File: config.mk
export PLATFORM = sky130hd
export DESIGN_NAME = tryte_to_trit_loader
export DESIGN_NICKNAME = d
export VERILOG_FILES = /design/src/rtl/trinary_pkg.sv /design/src/rtl/tryte_decoder.sv /design/src/rtl/tryte_to_trit_loader.sv
export SDC_FILE = /design/constraint.sdc
export NUM_CORES = 1
export LEC_CHECK = 0
export ABC_AREA = 1
export CAP_MARGIN = 15
export CORE_MARGIN = 3
export CORE_UTILIZATION = 30
export DETAILED_ROUTE_END_ITERATION = 8
export PLACE_DENSITY = 0.63
export SLEW_MARGIN = 20
export SYNTH_ARGS = -nofsm -noshare
export SYNTH_HDL_FRONTEND = slang
export SYNTH_SLANG_ARGS = --single-unit
File: constraint.sdc
create_clock -name clk -period 2.55 [get_ports clk]
set_input_delay 0.51 -clock clk [delete_from_list [all_inputs] [get_ports clk]]
set_output_delay 0.51 -clock clk [all_outputs]
set_load 0.02 [all_outputs]
File: src/rtl/trinary_pkg.sv
// ---------------------------------------------------------------------------
// trinary_pkg
// Shared trinary definitions for the Curl front-end.
//   - tryte alphabet and value range constants
//   - trit2_t: 2-bit encoded balanced trit (00 = 0, 01 = +1, 11 = -1)
//   - HASH_LENGTH: trits absorbed per Curl block
//   - char_to_tryte_value: ASCII tryte character -> signed value plus valid
//   - loader_state_t: FSM states of the tryte loader
// ---------------------------------------------------------------------------
package trinary_pkg;

    localparam int NUMBER_OF_TRITS_IN_A_TRYTE = 3;
    localparam int MIN_TRYTE_VALUE            = -13;
    localparam int MAX_TRYTE_VALUE            = 13;
    localparam int HASH_LENGTH                = 243;

    // Alphabet size follows from the value range rather than being restated.
    localparam int TRYTE_ALPHABET_SIZE = MAX_TRYTE_VALUE - MIN_TRYTE_VALUE + 1;

    // Character at alphabet index i sits in byte (TRYTE_ALPHABET_SIZE-1-i),
    // since the first character of a string literal lands in the MSBs.
    localparam logic [8*TRYTE_ALPHABET_SIZE-1:0] TRYTE_STRING =
        "9ABCDEFGHIJKLMNOPQRSTUVWXYZ";

    typedef logic [1:0] trit2_t;

    localparam trit2_t TRIT2_ZERO = 2'b00;
    localparam trit2_t TRIT2_POS  = 2'b01;
    localparam trit2_t TRIT2_NEG  = 2'b11;

    typedef struct packed {
        logic              valid;
        logic signed [4:0] value;
    } tryte_value_t;

    typedef enum logic {
        ST_FILL,
        ST_HOLD
    } loader_state_t;

    // Index 0 ('9') is zero, indices 1..13 ('A'..'M') are positive and the
    // upper half ('N'..'Z') wraps round to -13..-1. Unknown bytes give a
    // zero value with valid cleared.
    function automatic tryte_value_t char_to_tryte_value(input logic [7:0] ch);
        tryte_value_t r;
        r.valid = 1'b0;
        r.value = '0;
        for (int i = 0; i < TRYTE_ALPHABET_SIZE; i++) begin
            if (ch == TRYTE_STRING[8*(TRYTE_ALPHABET_SIZE-1-i) +: 8]) begin
                r.valid = 1'b1;
                r.value = (i <= MAX_TRYTE_VALUE) ? 5'(i) : 5'(i - TRYTE_ALPHABET_SIZE);
            end
        end
        return r;
    endfunction

endpackage

File: src/rtl/tryte_decoder.sv
// ---------------------------------------------------------------------------
// tryte_decoder
// Combinational ASCII tryte character to three balanced trits.
//   ch_i       in   8  ASCII character
//   trits_o    out  6  {t2, t1, t0} as trit2_t, t0 in the low bits
//   invalid_o  out  1  character is not in the tryte alphabet
// ---------------------------------------------------------------------------
module tryte_decoder
    import trinary_pkg::*;
(
    input  logic [7:0] ch_i,
    output logic [5:0] trits_o,
    output logic       invalid_o
);

    // Offsetting the value by +13 (= 1 + 3 + 9) turns balanced ternary into
    // ordinary base-3 digits 0..2, each of which maps to trit (digit - 1).
    function automatic trit2_t digit_to_trit(input logic [4:0] d);
        trit2_t t;
        case (d)
            5'd0:    t = TRIT2_NEG;
            5'd1:    t = TRIT2_ZERO;
            default: t = TRIT2_POS;
        endcase
        return t;
    endfunction

    tryte_value_t tv;
    logic [4:0]   offset_val;
    logic [4:0]   digit0;
    logic [4:0]   digit1;
    logic [4:0]   digit2;

    // Decode the character, then split the offset value into base-3 digits.
    // Invalid characters are forced to three zero trits.
    always_comb begin
        tv         = char_to_tryte_value(ch_i);
        offset_val = $unsigned(tv.value) + 5'(MAX_TRYTE_VALUE);
        digit0     = offset_val % 5'd3;
        digit1     = (offset_val / 5'd3) % 5'd3;
        digit2     = offset_val / 5'd9;
        invalid_o  = ~tv.valid;
        trits_o    = '0;
        if (tv.valid) begin
            trits_o = {digit_to_trit(digit2), digit_to_trit(digit1), digit_to_trit(digit0)};
        end
    end

endmodule

File: src/rtl/tryte_to_trit_loader.sv
// ---------------------------------------------------------------------------
// tryte_to_trit_loader
// Streams ASCII trytes in, packs them into blocks of TRYTES_PER_BLOCK trytes
// (3 trits each) and hands each block to the Curl absorb stage.
//   clk, rst_n          clock, asynchronous active-low reset
//   s_valid/s_ready     tryte input handshake, s_data = ASCII character,
//                       s_last = final tryte of the message
//   m_valid/m_ready     block output handshake
//   m_trits             packed trits, trit j at bits [2j+1:2j]
//   m_last              block ends the message
//   m_err               block contains at least one invalid character
// ---------------------------------------------------------------------------
module tryte_to_trit_loader
    import trinary_pkg::*;
#(
    parameter int TRYTES_PER_BLOCK = 81
) (
    input  logic                          clk,
    input  logic                          rst_n,
    input  logic                          s_valid,
    output logic                          s_ready,
    input  logic [7:0]                    s_data,
    input  logic                          s_last,
    output logic                          m_valid,
    input  logic                          m_ready,
    output logic [6*TRYTES_PER_BLOCK-1:0] m_trits,
    output logic                          m_last,
    output logic                          m_err
);

    localparam int TRITS_PER_BLOCK = NUMBER_OF_TRITS_IN_A_TRYTE * TRYTES_PER_BLOCK;
    localparam int CNT_W           = $clog2(TRYTES_PER_BLOCK);
    localparam int BUF_W           = 2 * TRITS_PER_BLOCK;
    localparam int TRYTE_W         = 2 * NUMBER_OF_TRITS_IN_A_TRYTE;

    loader_state_t    state_q, state_d;
    logic [CNT_W-1:0] cnt_q, cnt_d;
    logic [BUF_W-1:0] buf_q, buf_d;
    logic             last_q, last_d;
    logic             err_q, err_d;

    logic [TRYTE_W-1:0] dec_trits;
    logic               dec_invalid;

    tryte_decoder u_decoder (
        .ch_i      (s_data),
        .trits_o   (dec_trits),
        .invalid_o (dec_invalid)
    );

    // State register. Reset discards any partial block immediately.
    always_ff @(posedge clk or negedge rst_n) begin
        if (!rst_n) begin
            state_q <= ST_FILL;
            cnt_q   <= '0;
            buf_q   <= '0;
            last_q  <= 1'b0;
            err_q   <= 1'b0;
        end else begin
            state_q <= state_d;
            cnt_q   <= cnt_d;
            buf_q   <= buf_d;
            last_q  <= last_d;
            err_q   <= err_d;
        end
    end

    // FILL writes each accepted tryte at slot cnt; the block closes on the
    // last slot or on s_last, and cnt is left in place until hand-off so it
    // never wraps. HOLD freezes everything until the Curl stage takes the
    // block, then clears the buffer so unwritten slots of the next block
    // read as zero padding.
    always_comb begin
        state_d = state_q;
        cnt_d   = cnt_q;
        buf_d   = buf_q;
        last_d  = last_q;
        err_d   = err_q;
        case (state_q)
            ST_FILL: begin
                if (s_valid) begin
                    for (int k = 0; k < TRYTES_PER_BLOCK; k++) begin
                        if (cnt_q == CNT_W'(k)) begin
                            buf_d[TRYTE_W*k +: TRYTE_W] = dec_trits;
                        end
                    end
                    err_d = err_q | dec_invalid;
                    if (s_last || (cnt_q == CNT_W'(TRYTES_PER_BLOCK - 1))) begin
                        state_d = ST_HOLD;
                        last_d  = s_last;
                    end else begin
                        cnt_d = cnt_q + CNT_W'(1);
                    end
                end
            end
            ST_HOLD: begin
                if (m_ready) begin
                    state_d = ST_FILL;
                    cnt_d   = '0;
                    buf_d   = '0;
                    last_d  = 1'b0;
                    err_d   = 1'b0;
                end
            end
            default: begin
                state_d = ST_FILL;
            end
        endcase
    end

    // Both ready and valid are pure decodes of the registered state, so
    // there is no combinational path from m_ready to s_ready.
    always_comb begin
        s_ready = (state_q == ST_FILL);
        m_valid = (state_q == ST_HOLD);
        m_trits = buf_q;
        m_last  = last_q;
        m_err   = err_q;
    end

endmodule

# Word-level counts from Yosys, hierarchy flattened

Cells that the tools add are included.

Output and inout port bits: 490
Flip-flop bits (word level): 496
Input port bits: 13
Logic and storage cells: 507

Muxes and demuxes: 129
Divide/modulo/power cells: 4
Equal/unequal tests: 195
Add/sub/neg operators: 2
Bitwise logic cells: 3
Reduce and logical (&&, ||, !) cells: 89

Operators by type and width:

| cell                                                 | number |
|---|---|
| two-way mux 486 bit                                  | 2 |
| case mux 486 bit (2 select lines)                    | 1 |
| two-way mux 6 bit                                    | 109 |
| AND reduction 3 bit                                  | 83 |
| equality test 7 x 6 -> 1 bit, second input constant  | 32 |
| equality test 8 x 7 -> 1 bit, second input constant  | 26 |
| != test 2 x 1 -> 1 bit, second input constant        | 82 |
| equality test 7 bit, second input constant           | 17 |
| equality test 7 x 5 -> 1 bit, second input constant  | 16 |
| equality test 7 x 4 -> 1 bit, second input constant  | 8 |
| equality test 7 x 3 -> 1 bit, second input constant  | 4 |
| two-way mux 7 bit                                    | 3 |
| equality test 5 x 1 -> 1 bit, second input constant  | 3 |
| logical NOT 5 bit                                    | 3 |
| equality test 7 x 2 -> 1 bit, second input constant  | 2 |
| case mux 7 bit (2 select lines)                      | 1 |
| case mux 2 bit (2 select lines)                      | 3 |
| remainder unit 5 x 2 -> 5 bit, second input constant | 2 |
| equality test 8 x 6 -> 1 bit, second input constant  | 1 |
| adder 7 x 1 -> 7 bit, second input constant          | 1 |
| equality test 7 x 1 -> 1 bit, second input constant  | 1 |
| logical NOT 7 bit                                    | 1 |
| two-way mux 1 bit                                    | 7 |
| != test 2 bit, second input constant                 | 3 |
| 8 further kinds                                      | 11 |

# Longest topological paths before layout

Gate-level depths: netlist (run 1).

Depth after elaboration: 37
Depth in mapped cells: 43
Gate-level depth less buffers: 42

# Cells and area by module

A second synthesis (run 1) with hierarchy kept.

Cell total of the unflattened synthesis: 2,339
Area, all modules: 21,131.5 sq um

By module, submodules not included:

| module               | sequential area each (sq um) | area an instance (sq um) | instances | cells an instance |
|---|---|---|---|---|
| tryte_to_trit_loader | 12,411.9                     | 19,700.1                 | 1         | 2,100 |
| tryte_decoder        | 0.0                          | 1,431.4                  | 1         | 239 |

# Worst setup path after synthesis (run 1)

Ideal clock, no wire load.

Path type: input -> register
Start point: input port s_data[5]
End point: register buf_q[165], in the netlist m_trits[165]
Data arrival time: 4.692 ns
Library setup time: 0.065 ns
Stages on the path: 40
Setup slack: -2.207 ns
Required time: 2.485 ns
Buffers on the path: 2
Path through: inv_1 -> nand2_1 -> nor2_4 -> buf_4 -> nand3_1 -> nand4_1 -> ha_1 -> inv_1 -> nand3_1 -> nand2_1 -> nand2_1 -> nand2_2 -> nand2_2 -> inv_2 -> ha_1 -> nand2_1 -> nand3_1 -> nand2_1 -> [... 4 more ...] -> nand2_1 -> inv_2 -> ha_1 -> inv_1 -> nand3_1 -> nor2_2 -> nand3_2 -> nand3_1 -> nand2_1 -> ha_1 -> a21oi_2 -> nand4_2 -> nand2_1 -> nand3_2 -> nor2_8 -> buf_6 -> nand3_1 -> nand2_1

Cells in the longest elaborated chain, start to end: 36
Elaborated cells on any way between the ends: 64
Classes of those cells: add/sub: 1; div: 2; eq/ne: 28; mux: 32; reduce/logical: 1

Ends and longest elaborated chain:

| item                                                                     | RTL line                   | RTL |
|---|---|---|
| from (decl)                                                              | tryte_to_trit_loader.sv:22 | `input logic [7:0] s_data,` |
| equality test 8 x 7 -> 1 bit                                             | trinary_pkg.sv:49          | `if (ch == TRYTE_STRING[8*(TRYTE_ALPHABET_SIZE-1-i) +: 8]) begin` |
| two-way mux 6 bit (25 in series)                                         | trinary_pkg.sv:49          |  |
| two-way mux 6 bit (*)                                                    | trinary_pkg.sv:49          |  |
| adder 5 x 4 -> 5 bit                                                     | tryte_decoder.sv:38        | `offset_val = $unsigned(tv.value) + 5'(MAX_TRYTE_VALUE);` |
| divider 5 x 2 -> 5 bit                                                   | tryte_decoder.sv:40        | `digit1 = (offset_val / 5'd3) % 5'd3;` |
| remainder unit 5 x 2 -> 5 bit                                            | tryte_decoder.sv:40        |  |
| equality test 5 x 1 -> 1 bit / logical NOT 5 bit (equally long branches) | tryte_decoder.sv:20        | `case (d)` |
| case mux 2 bit (2 select lines)                                          | tryte_decoder.sv:20        |  |
| two-way mux 6 bit (*)                                                    | tryte_decoder.sv:44        | `if (tv.valid) begin` |
| two-way mux 6 bit (*)                                                    | tryte_to_trit_loader.sv:83 | `if (cnt_q == CNT_W'(k)) begin` |
| two-way mux 486 bit (*)                                                  | tryte_to_trit_loader.sv:81 | `if (s_valid) begin` |
| case mux 486 bit (2 select lines) (*)                                    | tryte_to_trit_loader.sv:79 | `case (state_q)` |
| to (signal assigned)                                                     | tryte_to_trit_loader.sv:62 | `buf_q <= buf_d;` |
| to (decl)                                                                | tryte_to_trit_loader.sv:38 | `logic [BUF_W-1:0] buf_q, buf_d;` |

Every way passes the cells marked *; elsewhere a longest branch is shown, timed or not. The select of a mux whose other input is x is not followed.
A chain may end at the register's enable or synchronous reset.

# Worst setup path in the final report (run 1)

Start point: input port s_data[7]
End point: register buf_q[242], in the netlist m_trits[242]

Same word-level chain as after synthesis.

==> results.md, run 1 <==
* Cell variety after synth at 40
* Synthesis-stage register bit count at 496
* Reg-to-Reg Start: cnt_q[0]
* Clock insertion delay at the later pin of the skew report at 0.60 ns
* CP endpoint kind: register
* Slew Viols, Final at 0
* Final WL at 87170 um
* Multi-input logic area at 8157 um2
* Synth cell count leaders: 651 x nand2_1, 496 x dfrtp_1, 252 x o21ai_0
* FF+latch area at 12410 um2
* Syn_area_per_cell at 9.107 um2
* Vias in the first global route at 18460
* Worst r2r path cells at 8
* Clock sinks at 496
* Ys async rst share at 100.0%
* Post-synthesis sequential area ratio at 61.53%
* Crit path setup slack, layout at -1.705 ns
* ANT nets after route at 0
* WHS Path Cells at 2
* Htree depth at 2
* Worst Hold Class: reg -> reg
* TritonCTS clock tree: done
* Area contributors post-synth: dfrtp_1 62%, nand2_1 12%, o21ai_0 6.3%
* First-pass GRT wire length at 123000 um
* Die ar. at 70390 um2
* Worst Path Max Fanout at 30
* Met1 wire length at 37270 um
* Fin crit share at 166.9%
* Req. time, crit path at 3.04 ns
* Met3 WL at 5411 um
* Worst Skew at 0.02494 ns
* Power per standard cell area at 835.5 nW/um2
* Die X at 265.3 um
* Post-synthesis cell count at 2215
* Failing checks: negative setup slack
* GRT overflow at 0
* Fin area at 32800 um2
* Max Used Layer: met5
* CP max stage delay at 0.20 ns
* Wire length on met2 at 41350 um
* Final setup fails at 486
* DRT iter0 DRCs at 1334
* # fillers at 6065
* Worst setup endpoint: m_trits[242]
* Placed cell area at 28260 um2
* Hold_sp: m_trits[9]
* Worst VDD drop at 0.6333 mV
* Initial Utilization at 30.47%
* Largest net degree at the start of global routing at 72
* Crit Path Category: in -> reg
* Area added between synthesis and finish at 62.61%
* Final nets at 3014
* Clk buf depth at 3
* DR WL/cell at 22.41 um
* Outcome: complete, but fails checks
* TritonCTS Buffers at 54
* Io pins at 503
* Chip height at 265.3 um
* CP dominant cell by count: nand2_2
* Main synth FF type: dfrtp_1
* Post-synth EDFFs at 0
* Hold Fails Final Rpt at 0
* # DRC at 0
* Pleak at 0.01536 uW
* Drt via density at 4.864
* Arr. time, crit path at 4.74 ns
* Number of max-cap violations at 0
* Syn Nets at 2242
* DR vias at 18920
* Slowest stage cell on the critical path: ha_2
* Floorplan row count at 94
* Worst-path clk slew at 0.06 ns
* Layout cells sized above 1 at 22.74%
* RSZ-0062 raised after global routing: yes
* F_max at 0.2350 GHz
* Synth Cell Area at 20170 um2
* Global-route usage over all layers at 23.24%
* R2r setup slk at -0.29 ns
* Routability cong. at 0.8523
* Startpoint Class: input port
* R2R Path End: m_trits[373]
* Pre-CTS WS at -2.931 ns
* Drt pass-1 iters at 5
* Yosys warning count at 0
* Count leader, synth: nand2_1
* Yosys top cell by area: dfrtp_1
* Core area at 66220 um2
* Hpwl dp at 54800 um
* Clk Tree Root Cell: clkbuf_16
* Worst-margin pin slew at 1.112 ns
* Max_slew headroom at 25.86%
* Port Buffer Count at 502
* Initial antenna violation count at 3
* Post-synth top area share at 61.53%
* Final min period at 4.255 ns
* Worst Setup SP: s_data[7]
worst min path at each step:
stage / end / slack (ns)
6_report: m_trits[9] / 0.47
5_1_grt: m_trits[116] / 0.50
4_1_cts: m_trits[219] / 0.48
3_5_place_dp: m_trits[308] / 0.46
3_3_place_gp: m_trits[123] / 0.46
2_1_floorplan: cnt_q[0] / 0.21
power breakdown:
part | internal, uW | total, uW | switching, uW
Sequential | 8740 | 9300 | 568
Clock | 4890 | 8150 | 3260
Combinational | 4360 | 9950 | 5590
registers in the layout (all words and copies together) (netlist names):
| signal | flops |
|---|---|
| m_trits | 486 |
| cnt_q | 7 |
| m_err | 1 |
| m_last | 1 |
| m_valid | 1 |
worst max-delay path, delay by kind of cell:
family | cells | cell delay [ns]
xor gates and xnor gates | 1 | 0.16
and+or+nand+nor | 25 | 2.14
AOI/OAI and AO/OA | 2 | 0.21
buffers and inverters | 10 | 1.00
adders and majority gates | 4 | 0.67
cell usage in the layout (no fill, tap or decap), types with 13 or more instances in the layout:
cell and instances:
a21oi_1 89, a21oi_2 67, buf_12 60, buf_16 22
buf_4 187, buf_6 16, clkbuf_1 13, clkbuf_16 68
clkdlybuf4s50_1 493, dfrtp_1 496, inv_1 127, inv_2 19
nand2_1 623, nand2_2 28, nand3_1 80, nand3_2 109
nor2_1 122, nor3_1 15, o21ai_0 203, o21ai_1 34
o21ai_2 15
per-stage QoR:
step	hold WS (ns)	cells	TNS (ns)	utilization, %	power [uW]
6_report	0.4716	3890	-574.12	49.54	27410
5_1_grt	0.4983	3890	-696.18	49.54	28480
4_1_cts	0.4775	3862	-487.61	47.71	27120
3_5_place_dp	0.4641	3706	-1103.59	42.67	16620
3_3_place_gp	0.4620	3706	-1062.27	42.67	16560
2_1_floorplan	0.2144	2215	-641.60	-	13040
per-layer routing:
layer  up-vias  GRT usage [%]
li1       8831              -
met1      9296          30.62
met2       646          37.98
met3       146          5.189
met4         2          7.897
met5         -              0
cell families after synthesis:
| group | after synthesis | synth area share [%] |
|---|---|---|
| and+or+nand+nor | 1025 | 21.22 |
| DFF | 496 | 61.53 |
| buffers and inverters | 234 | 4.900 |
| xor gates and xnor gates | 7 | 0.3039 |
| AOI/OAI and AO/OA | 439 | 11.18 |
| adders and majority gates | 14 | 0.8683 |
cell type report:
type | instances | area share, %
Clock inverter | 14 | 0.7133
Multi-Input combinational cell | 1487 | 24.87
Timing Repair Buffer | 798 | 26.65
Tap cell | 864 | 3.296
Inverter | 150 | 1.785
Antenna cell | 1 | 0.007629
Sequential cell | 496 | 37.84
Clock buffer | 80 | 4.848
timing repair:
action / in CTS / in global routing
setup buffers: 40 / 18
hold buffers: 1 / 0
endpoints found under the setup margin: 486 / 486
gates cloned: 24 / 17
gates resized for setup: 186 / 229
pin swaps: 69 / 71
hold endpoints to repair: 49 / 0
No activity file was read; power rests on OpenSTA's default activity.
==> inputs of run 2 (changes only) <==
==> constraint.sdc (replaced) <==
create_clock -name clk -period 4.19 [get_ports clk]
set_input_delay 0.838 -clock clk [delete_from_list [all_inputs] [get_ports clk]]
set_output_delay 0.838 -clock clk [all_outputs]
set_load 0.02 [all_outputs]
==> results.md, run 2 (synthesis results as in run 1) <==
* CP endpoint kind: register (unchanged)
* Vias in the first global route at 18210 (was 18460)
* Startpoint Class: input port (unchanged)
* CP dominant cell by count: nand2_2 (unchanged)
* GRT overflow at 0 (unchanged)
* Number of max-cap violations at 0 (unchanged)
* Hpwl dp at 54510 um (was 54800 um)
* Crit path setup slack, layout at -0.2193 ns (was -1.705 ns)
* Cell family with most CP delay: simple AND/OR/NAND/NOR gates (unchanged)
* Max reg flops at 486 (unchanged)
* CP max stage delay at 0.22 ns (was 0.20 ns)
* Final nets at 2925 (was 3014)
* Arr. time, crit path at 4.90 ns (was 4.74 ns)
* Clk buf depth at 3 (unchanged)
* Worst-margin pin slew at 1.142 ns (was 1.112 ns)
* Layout Utilization at 46.17% (was 49.54%)
* Fraction of power consumed by the clock network at 31.3% (was 29.7%)
* Sequential power share at 35.8% (was 33.9%)
* Port Buffer Count at 502 (unchanged)
* Pleak at 0.01448 uW (was 0.01536 uW)
* Worst-path clk slew at 0.06 ns (about the same)
* Worst Hold Class: in -> async (was reg -> reg)
* Worst r2r path cells at 8 (unchanged)
* Fin area at 30570 um2 (was 32800 um2)
* Slowest stage cell on the critical path: buf_12 (was ha_2)
* Initial antenna violation count at 2 (was 3)
* Fin Setup TNS at -30.64 ns (was -574.12 ns)
* # DRC at 0 (unchanged)
* Req. time, crit path at 4.68 ns (was 3.04 ns)
* Worst Skew at 0.01531 ns (was 0.02494 ns)
* Outcome: complete, but fails checks (unchanged)
* Routability cong. at 0.8657 (was 0.8523)
* Failing checks: negative setup slack (unchanged)
* Worst Path Max Fanout at 30 (unchanged)
* Final min period at 4.409 ns
* Hold Slack at 0.3069 ns (was 0.4716 ns)
* Net Sw Frac at 34.28% (was 34.37%)
* Clk Tree Root Cell: clkbuf_16 (unchanged)
* Clock insertion delay at the later pin of the skew report at 0.60 ns (about the same)
* RSZ-0062 raised after global routing: yes (unchanged)
* Layout cells sized above 1 at 16.36% (was 22.74%)
* Hold Buf Count CTS at 0 (was 1)
* Chip height at 265.3 um (unchanged)
* Final setup fails at 162 (was 486)
* Worst VDD drop at 0.3246 mV (was 0.6333 mV)
* Net switching power at 5411 uW (was 9419 uW)
* Power share of the combinational group at 32.9% (was 36.3%)
* Area added between synthesis and finish at 51.55% (was 62.61%)
* Fin crit share at 105.2%
* Initial Utilization at 30.47% (unchanged)
* Most common cell after layout, fill and taps aside: nand2_1 (unchanged)
* R2R Path End: m_trits[379] (was m_trits[373])
* Htree depth at 2 (unchanged)
* Floorplan row count at 94 (unchanged)
* Crit Path Category: in -> reg (unchanged)
* Final WL at 79530 um (was 87170 um)
* Placed cell area at 27810 um2 (was 28260 um2)
* Hold Fails Final Rpt at 0 (unchanged)
* Power per standard cell area at 516.3 nW/um2 (was 835.5 nW/um2)
* Die X at 265.3 um (unchanged)
* TritonCTS clock tree: done (unchanged)
* F_max at 0.2268 GHz
* Placed instance count at 3672 (was 3706)
* TritonCTS Buffers at 54 (unchanged)
* Largest net degree at the start of global routing at 87 (was 72)
* Worst path bufs/invs at 9 (was 10)
* Post-Layout Cell Count at 3806 (was 3890)
* Slew Viols, Final at 0 (unchanged)
* Global-route usage over all layers at 22.03% (was 23.24%)
* Drt via density at 4.783 (was 4.864)
* DRT iter0 DRCs at 1425 (was 1334)
* Drt pass-1 iters at 5 (unchanged)
* Die ar. at 70390 um2 (unchanged)
* ANT nets after route at 0 (unchanged)
* Max_slew headroom at 23.87% (was 25.86%)
* Power Internal at 10380 uW (was 17990 uW)
* Clock sinks at 496 (unchanged)
* R2r setup slk at 1.18 ns (was -0.29 ns)
* Io pins at 503 (unchanged)
* DR vias at 18200 (was 18920)
* Core area at 66220 um2 (unchanged)
* Most frequent cells in the layout: 625 x nand2_1, 496 x dfrtp_1, 493 x clkdlybuf4s50_1 (was 623 x nand2_1, 496 x dfrtp_1, 493 x clkdlybuf4s50_1)
* # fillers at 6249 (was 6065)
* DR WL/cell at 20.90 um (was 22.41 um)
* Reg-to-Reg Start: m_valid (was cnt_q[0])
* First-pass GRT wire length at 118100 um (was 123000 um)
-- run 2: metrics by stage --
stage	setup slack [ns]	total power [uW]
2_1_floorplan	-0.6961	7937
3_3_place_gp	-1.435	10010
3_5_place_dp	-1.520	10040
4_1_cts	-0.1381	15810
5_1_grt	-0.5040	16490
6_report	-0.2193	15790
-- run 2: final cells by class --
class | count | area, um2 | area share [%]
sequential | 496 | 12410 | 40.60
inverter | 150 | 585.6 | 1.915
timing repair buffer | 711 | 7172 | 23.46
antenna | 2 | 5.005 | 0.01637
clock buffer | 75 | 1511 | 4.944
clock inverter | 23 | 306.5 | 1.003
multi-input combinational | 1485 | 7500 | 24.53
tap | 864 | 1081 | 3.536
-- run 2: per-layer routing --
layer | vias up | part of all wire [%] | global-route usage, %
met5 | - | 0.021 | 0
met4 | 2 | 3.3 | 7.272
met3 | 132 | 6.7 | 5.189
met2 | 618 | 47 | 35.84
met1 | 8840 | 43 | 29.10
li1 | 8612 | - | -
-- run 2: worst max path at each step --
stage,endpoint,start,slack (ns),cells past startpoint
finish,m_trits[308],s_data[5],-0.22,41
global route,m_trits[351],s_data[5],-0.50,42
CTS,m_trits[56],s_data[4],-0.14,40
detailed placement,m_trits[207],s_data[5],-1.52,40
global placement,m_trits[165],s_data[5],-1.43,41
floorplan,m_trits[134],s_data[5],-0.70,40
-- run 2: power by group through the flow --
| stage | registers (uW) | clock network (uW) | logic, uW |
|---|---|---|---|
| 4_1_cts | 5650 | 5050 | 5110 |
| 5_1_grt | 5710 | 5260 | 5530 |
| 3_5_place_dp | 5720 | 0 | 4320 |
| 2_1_floorplan | 6320 | 0 | 1620 |
| 3_3_place_gp | 5710 | 0 | 4300 |
| 6_report | 5650 | 4940 | 5200 |
-- run 2: repair_timing --
action,in CTS,in global routing
setup buffers,21,3
endpoints found under the setup margin,324,321
pin swaps,40,17
endpoints found under the hold margin,0,0
resized for setup,111,59
cloned,7,3
